### src/rtl/eth_csr_pkg.sv
// eth_csr_pkg: shared state encoding and command-field constants for the Ethernet CSR master.
package eth_csr_pkg;
  typedef enum logic [2:0] {IDLE, WR_REQ, RD_REQ, RD_WAIT, DONE} t_eth_csr_state;
  localparam int ETH_CSR_WR_BIT = 16;
  localparam int ETH_CSR_RD_BIT = 17;
  localparam logic [31:0] ETH_CSR_TIMEOUT_DATA = 32'hDEAD_BEEF;
endpackage

### src/rtl/eth_csr_mm_master_if.sv
// eth_csr_mm_master_if: Avalon-MM bus between the CSR master and the MAC/PHY management port.
interface eth_csr_mm_master_if #(
  parameter int ADDR_W = 16,
  parameter int DATA_W = 32
);
  logic [ADDR_W-1:0] address;
  logic              read;
  logic              write;
  logic [DATA_W-1:0] writedata;
  logic [DATA_W-1:0] readdata;
  logic              readdatavalid;
  logic              waitrequest;
  modport master(output address, read, write, writedata, input readdata, readdatavalid, waitrequest);
  modport slave(input address, read, write, writedata, output readdata, readdatavalid, waitrequest);
endinterface

### src/rtl/eth_csr_timeout_cnt.sv
// eth_csr_timeout_cnt: counts enabled cycles since clear; expire flags cycle TIMEOUT_CYC-1.
module eth_csr_timeout_cnt #(
  parameter int TIMEOUT_CYC = 1024
) (
  input  logic clk,
  input  logic pck_cp2af_softReset_T1,
  input  logic clr,
  input  logic en,
  output logic expire
);
  localparam int W = $clog2(TIMEOUT_CYC + 1);
  logic [W-1:0] cnt_q, cnt_d;
  assign expire = en && (cnt_q == W'(TIMEOUT_CYC - 1));
  always_comb cnt_d = clr ? '0 : (en && !expire) ? cnt_q + 1'b1 : cnt_q;
  always_ff @(posedge clk or posedge pck_cp2af_softReset_T1)
    if (pck_cp2af_softReset_T1) cnt_q <= '0;
    else cnt_q <= cnt_d;
endmodule

### src/rtl/eth_csr_mm_master.sv
// eth_csr_mm_master: runs one Avalon-MM transaction per host command level, reports status.
// Build with ETH_CSR_TIMEOUT_EN to abort transactions stalled for TIMEOUT_CYC cycles.
module eth_csr_mm_master
  import eth_csr_pkg::*;
#(
  parameter int ADDR_W = 16,
  parameter int DATA_W = 32,
  parameter int TIMEOUT_CYC = 1024
) (
  input  logic                 clk,
  input  logic                 pck_cp2af_softReset_T1,
  input  logic [31:0]          ctrl_addr,
  input  logic [DATA_W-1:0]    wr_data,
  output logic [DATA_W-1:0]    rd_data,
  output logic                 busy,
  output logic                 done,
  output logic                 err_timeout,
  output logic                 err_illegal,
  output logic [15:0]          txn_cnt,
  eth_csr_mm_master_if.master  avm
);
  t_eth_csr_state    state_q, state_d;
  logic [ADDR_W-1:0] addr_q, addr_d;
  logic [DATA_W-1:0] wdata_q, wdata_d, rd_data_q, rd_data_d;
  logic              busy_q, busy_d, done_q, done_d, err_to_q, err_to_d, err_il_q, err_il_d;
  logic              avm_read_q, avm_read_d, avm_write_q, avm_write_d;
  logic [15:0]       txn_cnt_q, txn_cnt_d;
  logic [1:0]        cmd;
  logic              accept, expire, unused_ok;
  assign cmd       = {ctrl_addr[ETH_CSR_RD_BIT], ctrl_addr[ETH_CSR_WR_BIT]};
  assign accept    = (state_q == IDLE) && (cmd != 2'b00);
  assign unused_ok = ^{ctrl_addr[31:18], 1'(TIMEOUT_CYC)};
`ifdef ETH_CSR_TIMEOUT_EN
  eth_csr_timeout_cnt #(.TIMEOUT_CYC(TIMEOUT_CYC)) u_timeout (
    .clk(clk),
    .pck_cp2af_softReset_T1(pck_cp2af_softReset_T1),
    .clr(accept),
    .en(state_q inside {WR_REQ, RD_REQ, RD_WAIT}),
    .expire(expire)
  );
`else
  assign expire = 1'b0;
`endif
  always_comb begin
    state_d     = state_q;
    addr_d      = addr_q;
    wdata_d     = wdata_q;
    rd_data_d   = rd_data_q;
    busy_d      = busy_q;
    done_d      = done_q;
    err_to_d    = err_to_q;
    err_il_d    = err_il_q;
    avm_read_d  = avm_read_q;
    avm_write_d = avm_write_q;
    txn_cnt_d   = txn_cnt_q;
    case (state_q)
      IDLE: if (accept) begin
        addr_d      = ctrl_addr[ADDR_W-1:0];
        wdata_d     = wr_data;
        busy_d      = 1'b1;
        done_d      = 1'b0;
        err_to_d    = 1'b0;
        err_il_d    = (cmd == 2'b11);
        avm_write_d = (cmd == 2'b01);
        avm_read_d  = (cmd == 2'b10);
        state_d     = (cmd == 2'b11) ? DONE : (cmd == 2'b01) ? WR_REQ : RD_REQ;
      end
      WR_REQ: if (!avm.waitrequest || expire) begin
        avm_write_d = 1'b0;
        err_to_d    = avm.waitrequest;
        state_d     = DONE;
      end
      RD_REQ: if (!avm.waitrequest) begin
        avm_read_d = 1'b0;
        state_d    = RD_WAIT;
      end else if (expire) begin
        avm_read_d = 1'b0;
        err_to_d   = 1'b1;
        rd_data_d  = DATA_W'(ETH_CSR_TIMEOUT_DATA);
        state_d    = DONE;
      end
      RD_WAIT: if (avm.readdatavalid || expire) begin
        err_to_d  = !avm.readdatavalid;
        rd_data_d = avm.readdatavalid ? avm.readdata : DATA_W'(ETH_CSR_TIMEOUT_DATA);
        state_d   = DONE;
      end
      DONE: begin
        // done is always clear on entry, so !done_q marks the first DONE cycle
        if (!done_q) begin
          done_d    = 1'b1;
          busy_d    = 1'b0;
          txn_cnt_d = txn_cnt_q + 16'd1;
        end
        if (cmd == 2'b00) state_d = IDLE;
      end
      default: state_d = IDLE;
    endcase
  end
  always_ff @(posedge clk or posedge pck_cp2af_softReset_T1)
    if (pck_cp2af_softReset_T1) begin
      state_q     <= IDLE;
      addr_q      <= '0;
      wdata_q     <= '0;
      rd_data_q   <= '0;
      busy_q      <= 1'b0;
      done_q      <= 1'b0;
      err_to_q    <= 1'b0;
      err_il_q    <= 1'b0;
      avm_read_q  <= 1'b0;
      avm_write_q <= 1'b0;
      txn_cnt_q   <= '0;
    end else begin
      state_q     <= state_d;
      addr_q      <= addr_d;
      wdata_q     <= wdata_d;
      rd_data_q   <= rd_data_d;
      busy_q      <= busy_d;
      done_q      <= done_d;
      err_to_q    <= err_to_d;
      err_il_q    <= err_il_d;
      avm_read_q  <= avm_read_d;
      avm_write_q <= avm_write_d;
      txn_cnt_q   <= txn_cnt_d;
    end
  assign rd_data       = rd_data_q;
  assign busy          = busy_q;
  assign done          = done_q;
  assign err_timeout   = err_to_q;
  assign err_illegal   = err_il_q;
  assign txn_cnt       = txn_cnt_q;
  assign avm.address   = addr_q;
  assign avm.writedata = wdata_q;
  assign avm.read      = avm_read_q;
  assign avm.write     = avm_write_q;
endmodule

### src/flat_wrapper.sv
// flat-port wrapper written by rule: the top's interface ports become plain ports
module eth_csr_mm_master_flat import eth_csr_pkg::*;
#(
  parameter int ADDR_W = 16,
  parameter int DATA_W = 32,
  parameter int TIMEOUT_CYC = 1024
)
  (clk, pck_cp2af_softReset_T1, ctrl_addr, wr_data, rd_data, busy, done, err_timeout, err_illegal, txn_cnt, avm_address, avm_read, avm_write, avm_writedata, avm_readdata, avm_readdatavalid, avm_waitrequest);
  eth_csr_mm_master_if #(.ADDR_W(ADDR_W), .DATA_W(DATA_W)) avm_i ();
  input  logic clk;
  input  logic pck_cp2af_softReset_T1;
  input  logic [31:0] ctrl_addr;
  input  logic [DATA_W-1:0] wr_data;
  output logic [DATA_W-1:0] rd_data;
  output logic busy;
  output logic done;
  output logic err_timeout;
  output logic err_illegal;
  output logic [15:0] txn_cnt;
  output wire logic [$bits(avm_i.address)-1:0] avm_address;
  output wire logic [$bits(avm_i.read)-1:0] avm_read;
  output wire logic [$bits(avm_i.write)-1:0] avm_write;
  output wire logic [$bits(avm_i.writedata)-1:0] avm_writedata;
  input wire logic [$bits(avm_i.readdata)-1:0] avm_readdata;
  input wire logic [$bits(avm_i.readdatavalid)-1:0] avm_readdatavalid;
  input wire logic [$bits(avm_i.waitrequest)-1:0] avm_waitrequest;
  assign avm_address = avm_i.address;
  assign avm_read = avm_i.read;
  assign avm_write = avm_i.write;
  assign avm_writedata = avm_i.writedata;
  assign avm_i.readdata = avm_readdata;
  assign avm_i.readdatavalid = avm_readdatavalid;
  assign avm_i.waitrequest = avm_waitrequest;
  eth_csr_mm_master #(.ADDR_W(ADDR_W), .DATA_W(DATA_W), .TIMEOUT_CYC(TIMEOUT_CYC)) u_core (.clk(clk), .pck_cp2af_softReset_T1(pck_cp2af_softReset_T1), .ctrl_addr(ctrl_addr), .wr_data(wr_data), .rd_data(rd_data), .busy(busy), .done(done), .err_timeout(err_timeout), .err_illegal(err_illegal), .txn_cnt(txn_cnt), .avm(avm_i));
endmodule
### config.mk
export PLATFORM = sky130hd
export DESIGN_NAME = eth_csr_mm_master_flat
export DESIGN_NICKNAME = d
export VERILOG_FILES = /design/src/rtl/eth_csr_pkg.sv /design/src/rtl/eth_csr_mm_master_if.sv /design/src/rtl/eth_csr_timeout_cnt.sv /design/src/rtl/eth_csr_mm_master.sv /design/src/flat_wrapper.sv
export SDC_FILE = /design/constraint.sdc
export NUM_CORES = 1
export LEC_CHECK = 0
export CORE_MARGIN = 8
export CORE_UTILIZATION = 40
export CTS_BUF_LIST = sky130_fd_sc_hd__clkbuf_4 sky130_fd_sc_hd__clkbuf_8
export CTS_CLUSTER_DIAMETER = 50
export CTS_CLUSTER_SIZE = 28
export DETAILED_ROUTE_END_ITERATION = 7
export PLACE_DENSITY = 0.82
export SYNTH_ARGS = -nofsm -noshare
export SYNTH_HDL_FRONTEND = slang
export SYNTH_SLANG_ARGS = --single-unit
### constraint.sdc
create_clock -name clk -period 3.5 [get_ports clk]
set_clock_uncertainty 0.05 [all_clocks]
set_input_delay 0.35 -clock clk [delete_from_list [all_inputs] [get_ports clk]]
set_output_delay 0.35 -clock clk [all_outputs]
set_load 0.02 [all_outputs]
After elaboration in Yosys (flattened, before gate mapping)
Cells that the tools add are included.

storage, ports and cells
  register bits = 105
  bits of input ports = 100
  output and inout port bits = 102
  logic and storage cells = 64

operators by class
  add/sub/neg operators = 1
  equal/unequal tests = 13
  mux-type cells = 20
  bitwise logic cells = 1
  reductions and logical operators = 18

operators with widths
  cell                                                                      count
  3-bit 2-to-1 mux                                                          6
  16-bit by 1-bit adder with 16-bit output (second input constant)          1
  3-bit case mux with 5 select lines                                        1
  3-bit AND reduction                                                       3
  2-bit inequality test (second input constant)                             4
  1-bit case mux with 2 select lines                                        4
  2-bit AND reduction                                                       4
  2-bit nonzero test                                                        4
  1-bit 2-to-1 mux                                                          7
  3-bit by 2-bit equality test with 1-bit output (second input constant)    2
  5-bit AND reduction                                                       1
  2-bit equality test (second input constant)                               2
  2-bit by 1-bit inequality test with 1-bit output (second input constant)  2
  4-bit AND reduction                                                       1
  3-bit by 1-bit equality test with 1-bit output (second input constant)    1
  3-bit equality test (second input constant)                               1
  3-bit zero test                                                           1
  1-bit case mux with 3 select lines                                        1
  3-bit nonzero test                                                        1
  2-bit by 1-bit equality test with 1-bit output (second input constant)    1
  2-bit zero test                                                           1
  2-bit 2-to-1 mux                                                          1
  1-bit logical AND                                                         1
  1-bit zero test                                                           1
  1-bit NOT                                                                 1

Logic depth before layout (Yosys ltp)
  depth in word-level cells = 5
  depth in mapped cells = 6
  gate-level depth less buffers = 4

Worst setup path after synthesis
OpenSTA, ideal clock, no wires.

  path kind = flip-flop to flip-flop
  start point = reg u_core.state_q[0]
  end point = reg u_core.txn_cnt_q[14], in the netlist u_core.txn_cnt[14]
  library setup time = 0.080 ns
  arrival = 1.583 ns
  data required time = 3.370 ns
  setup slack = 1.788 ns
  stages on the path, launching flop included = 5
  buffers on the path = 0
  period minus slack after synthesis = 1.712 ns
  path through = dfrtp_1 -> nor4b_4 -> nand4_4 -> nor4_4 -> xor2_1

between the ends
  word-level cells in the longest chain between the ends = 2

ends and longest elaborated chain
  what                                  line                      text
  start, declared                       eth_csr_mm_master.sv:22   t_eth_csr_state state_q, state_d;
  start signal, assigned                eth_csr_mm_master.sv:113  state_q <= state_d;
  3-bit equality test                   eth_csr_mm_master.sv:56   case (state_q)
  2-bit AND reduction (no source line)  n/a
  end signal, assigned                  eth_csr_mm_master.sv:123  txn_cnt_q <= txn_cnt_d;
  end, declared                         eth_csr_mm_master.sv:27   logic [15:0] txn_cnt_q, txn_cnt_d;

No other way between the ends.
A chain may end at the register's enable or synchronous reset.

Worst setup path after layout
  start point = reg u_core.state_q[0]
  end point = reg u_core.wdata_q[5], in the netlist u_core.avm.writedata[5]

between the ends
  word-level cells in the longest chain between the ends = 3

ends and longest elaborated chain
  what                                    line                                              text
  3-bit zero test *                       eth_csr_mm_master.sv:31, eth_csr_mm_master.sv:56
  1-bit logical AND                       eth_csr_mm_master.sv:31                           assign accept = (state_q == IDLE) && (cmd != 2'b00);
  2-bit AND reduction (no source line) *  n/a
  end signal, assigned                    eth_csr_mm_master.sv:115                          wdata_q <= wdata_d;
  end, declared                           eth_csr_mm_master.sv:24                           logic [DATA_W-1:0] wdata_q, wdata_d, rd_data_q, rd_data_d;

Every way passes the cells marked *; elsewhere a longest branch is shown, timed or not.

==> Implementation_results.wiki <==
{| class="wikitable"
! Metric !! Value
|-
| Run status || finished clean
|-
| Clock latency at the later pin of the worst-skew pair || 0.35 ns
|-
| Number of levels in the clock H-tree || 3
|-
| Count of clock tree sinks || 105
|-
| Crit path kind || flip-flop to flip-flop
|-
| Post-detailed-route count of antenna-violating nets || 0
|-
| Signal arrival time at the worst endpoint || 2.36 ns
|-
| Depth of the worst register-to-register path || 3
|-
| Data required time of the worst path || 3.69 ns
|-
| DRC violations left || 0
|-
| Number of nets in the synthesized netlist || 381
|-
| Worst R2R Start || u_core.state_q[0]
|-
| Area of all sequential standard cells || 0.00263 mm²
|-
| Iteration-0 DRC count of the detailed router || 164
|-
| Multi-input gate area in the final layout || 0.00143 mm²
|-
| Last weighted congestion value of the routability-driven placer || 0.766
|-
| # Max-Cap Violations || 0
|-
| Maximum number of pins on one net before global-route repair || 58
|-
| Synth Instances || 280
|-
| Least-Margin Pin Slew || 0.647 ns
|-
| Type of origin of the critical path || flip-flop
|-
| Clock transition at path regs || 0.11 ns
|-
| PortBufs || 187
|-
| Seq cells post-synth || 105
|-
| Fraction of the core area covered by cells at the end of the flow || 62.4%
|-
| I/O pins || 202
|-
| Cell area after synthesis || 0.00415 mm²
|-
| Crit-path max FO || 51
|-
| Y dimension of the die || 118 µm
|-
| Number of synthesized flops with an enable pin || 0
|-
| Share of the clock period used by the worst path || 62.1%
|-
| CTS Hold Bufs || 0
|-
| Global router's overall resource usage || 15.3%
|-
| Setup violations, final || 0
|-
| Final sum of negative setup slack || 0 ns
|-
| Via/cell ratio || 4.83
|-
| Layout cells sized above 1 || 22.4%
|-
| Max-slew headroom || 56.9%
|-
| Power density over the cells || 876 mW/mm²
|-
| Final worst path period need || 2.17 ns
|-
| Detailed placement HPWL || 8070 µm
|-
| Endpoint of the lowest-slack register-to-register path || u_core.avm.writedata[5]
|-
| Top achievable clock speed || 460 MHz
|-
| Number of resized instances in the post-cts repair step || 0
|-
| Initial Util || 40.7%
|-
| Unique masters post-synth || 34
|-
| Crit path capture type || flip-flop
|-
| Total congestion overflow after global routing || 0
|-
| Leakage power figure || 0.00271 µW
|-
| Antenna diodes || 0
|-
| Width of the chip || 118 µm
|-
| Synthesis-to-finish area growth || 53.3%
|-
| Die area || 0.0139 mm²
|-
| RSZ-0062 raised after global routing || no
|-
| Number of rows created at floorplan || 37
|-
| Cts bufs inserted || 9
|-
| Clock tree from TritonCTS || yes
|-
| Final-layout fill cell count || 783
|-
| Average detailed-routed wire length per instance || 17.3 µm
|-
| Worst R2R Setup Slack || 1.33 ns
|-
| Setup Fix Bufs, Post-CTS || 0
|-
| First-pass GRT wire length || 17300 µm
|-
| Number of antenna violations at the first check in global routing || 0
|-
| Final max-slew violation count || 0
|-
| Sequential area share after synthesis || 63.4%
|-
| FFs w/ async S/R, synth || 100%
|-
| Root buffer cell || clkbuf_8
|-
| Top FF cell, synth || dfrtp_1
|-
| Core Box Area || 0.0102 mm²
|-
| Max clock buf depth || 2
|-
| Final wirelength || 10500 µm
|-
| Path class of the lowest-slack min-delay path || input port to asynchronous set/reset pin
|-
| Vias after detailed routing || 2945
|-
| Worst setup path startpoint || u_core.state_q[0]
|-
| Number of global-route vias before repair || 3249
|-
| Layout net count || 570
|-
| Post-synthesis area per instance || 14.8 µm²
|-
| Warnings, synthesis || 0
|-
| DRT Pass-1 Iters || 4
|-
| Worst voltage drop across the vdd grid || 0.419 mV
|-
| Final-report hold violation count || 0
|-
| Worst slack on hold paths || 0.379 ns
|}
## worst max-delay path by stage
stage,cells after the start,endpoint,slack (ns)
finish,3,u_core.avm.writedata[5],1.33
global route,4,u_core.txn_cnt[11],1.23
CTS,3,u_core.avm.writedata[5],1.33
detailed placement,5,u_core.avm.writedata[5],1.04
global placement,5,u_core.avm.address[11],1.09
floorplan,1,u_core.avm.address[0],0.34
## worst max-delay path, stage by stage, from the launching register on
cell,delay [ns]
dfrtp_1,0.56
or4_2,0.71
buf_4,0.34
mux2_2,0.36
## area by class of cell
cell class	count	area share, %
sequential	105	41.3
clock inverter	5	0.610
inverter	10	0.630
clock buffer	11	2.28
timing repair buffer	190	30.0
tap	136	2.68
multi-input combinational	153	22.4
## cell families (layout without fill, tap and decap cells)
family                     Yosys count  in the layout  share of synthesized area, %
DFF                                105            105                          63.4
and+or+nand+nor                     40             40                          6.22
buffers and inverters               22            216                          2.23
xor gates and xnor gates            15             15                          3.17
muxes                               81             81                          22.0
AOI/OAI and AO/OA                   16             16                          2.69
adders and majority gates            1              1                         0.302
## stage by stage
| step | cells | total power, µW | setup slack (ns) | area [µm²] |
|---|---|---|---|---|
| finish | 610 | 5570 | 1.33 | 6350 |
| global route | 610 | 5890 | 1.23 | 6350 |
| CTS | 610 | 5650 | 1.33 | 6350 |
| detailed placement | 594 | 4940 | 1.04 | 6170 |
| global placement | 594 | 4840 | 1.09 | 6170 |
| floorplan | 280 | 3560 | 0.339 | 4150 |
## routing by layer
metal	up-vias	track usage, %	wire [µm]
met4	0	4.80	134
met3	12	6.95	1070
met1	1462	16.8	4130
li1	1353	-	-
met2	118	25.8	5190
met5	-	0	0
## flip-flops by register name, summed over array words and instances, names as in the netlist
| signal | cells |
|---|---|
| u_core.avm.writedata | 32 |
| u_core.err_illegal | 1 |
| u_core.avm.write | 1 |
| u_core.avm.read | 1 |
| u_core.done | 1 |
| u_core.rd_data | 32 |
| u_core.err_timeout | 1 |
| u_core.busy | 1 |
| u_core.txn_cnt | 16 |
| u_core.avm.address | 16 |
| u_core.state_q | 3 |
## cell usage after synthesis (all sizes together), types with 2 or more instances
library cell	number	area share, %
dfrtp	105	63
mux2	81	22
inv	10	0.91
xor2	9	1.9
nand2	8	0.72
nor3	8	0.97
buf	6	0.78
clkbuf	6	0.54
xnor2	6	1.3
nor2	5	0.45
a21oi	4	0.48
nand3	4	0.48
nand4	4	0.97
o21ai	3	0.36
a2111oi	2	0.42
and2	2	0.30
o21a	2	0.36
## power by group
| group | switching [µW] | internal [µW] |
|---|---|---|
| clock network | 410 | 292 |
| registers | 327 | 1740 |
| logic | 1290 | 1510 |
| total | 2030 | 3540 |
## placed cells by master, fill, tap and decap left out, drive strengths merged, types with 3 or more instances in the layout
cell and n:
xnor2 6, dfrtp 105, clkdlybuf4s50 187, nor2 5, clkbuf 11, nor3 8
buf 3, inv 12, nand2 8, xor2 9, a21oi 4, nand4 4
o21ai 3, nand3 4, mux2 81
Note: power is estimated with default switching activity, not from simulation.
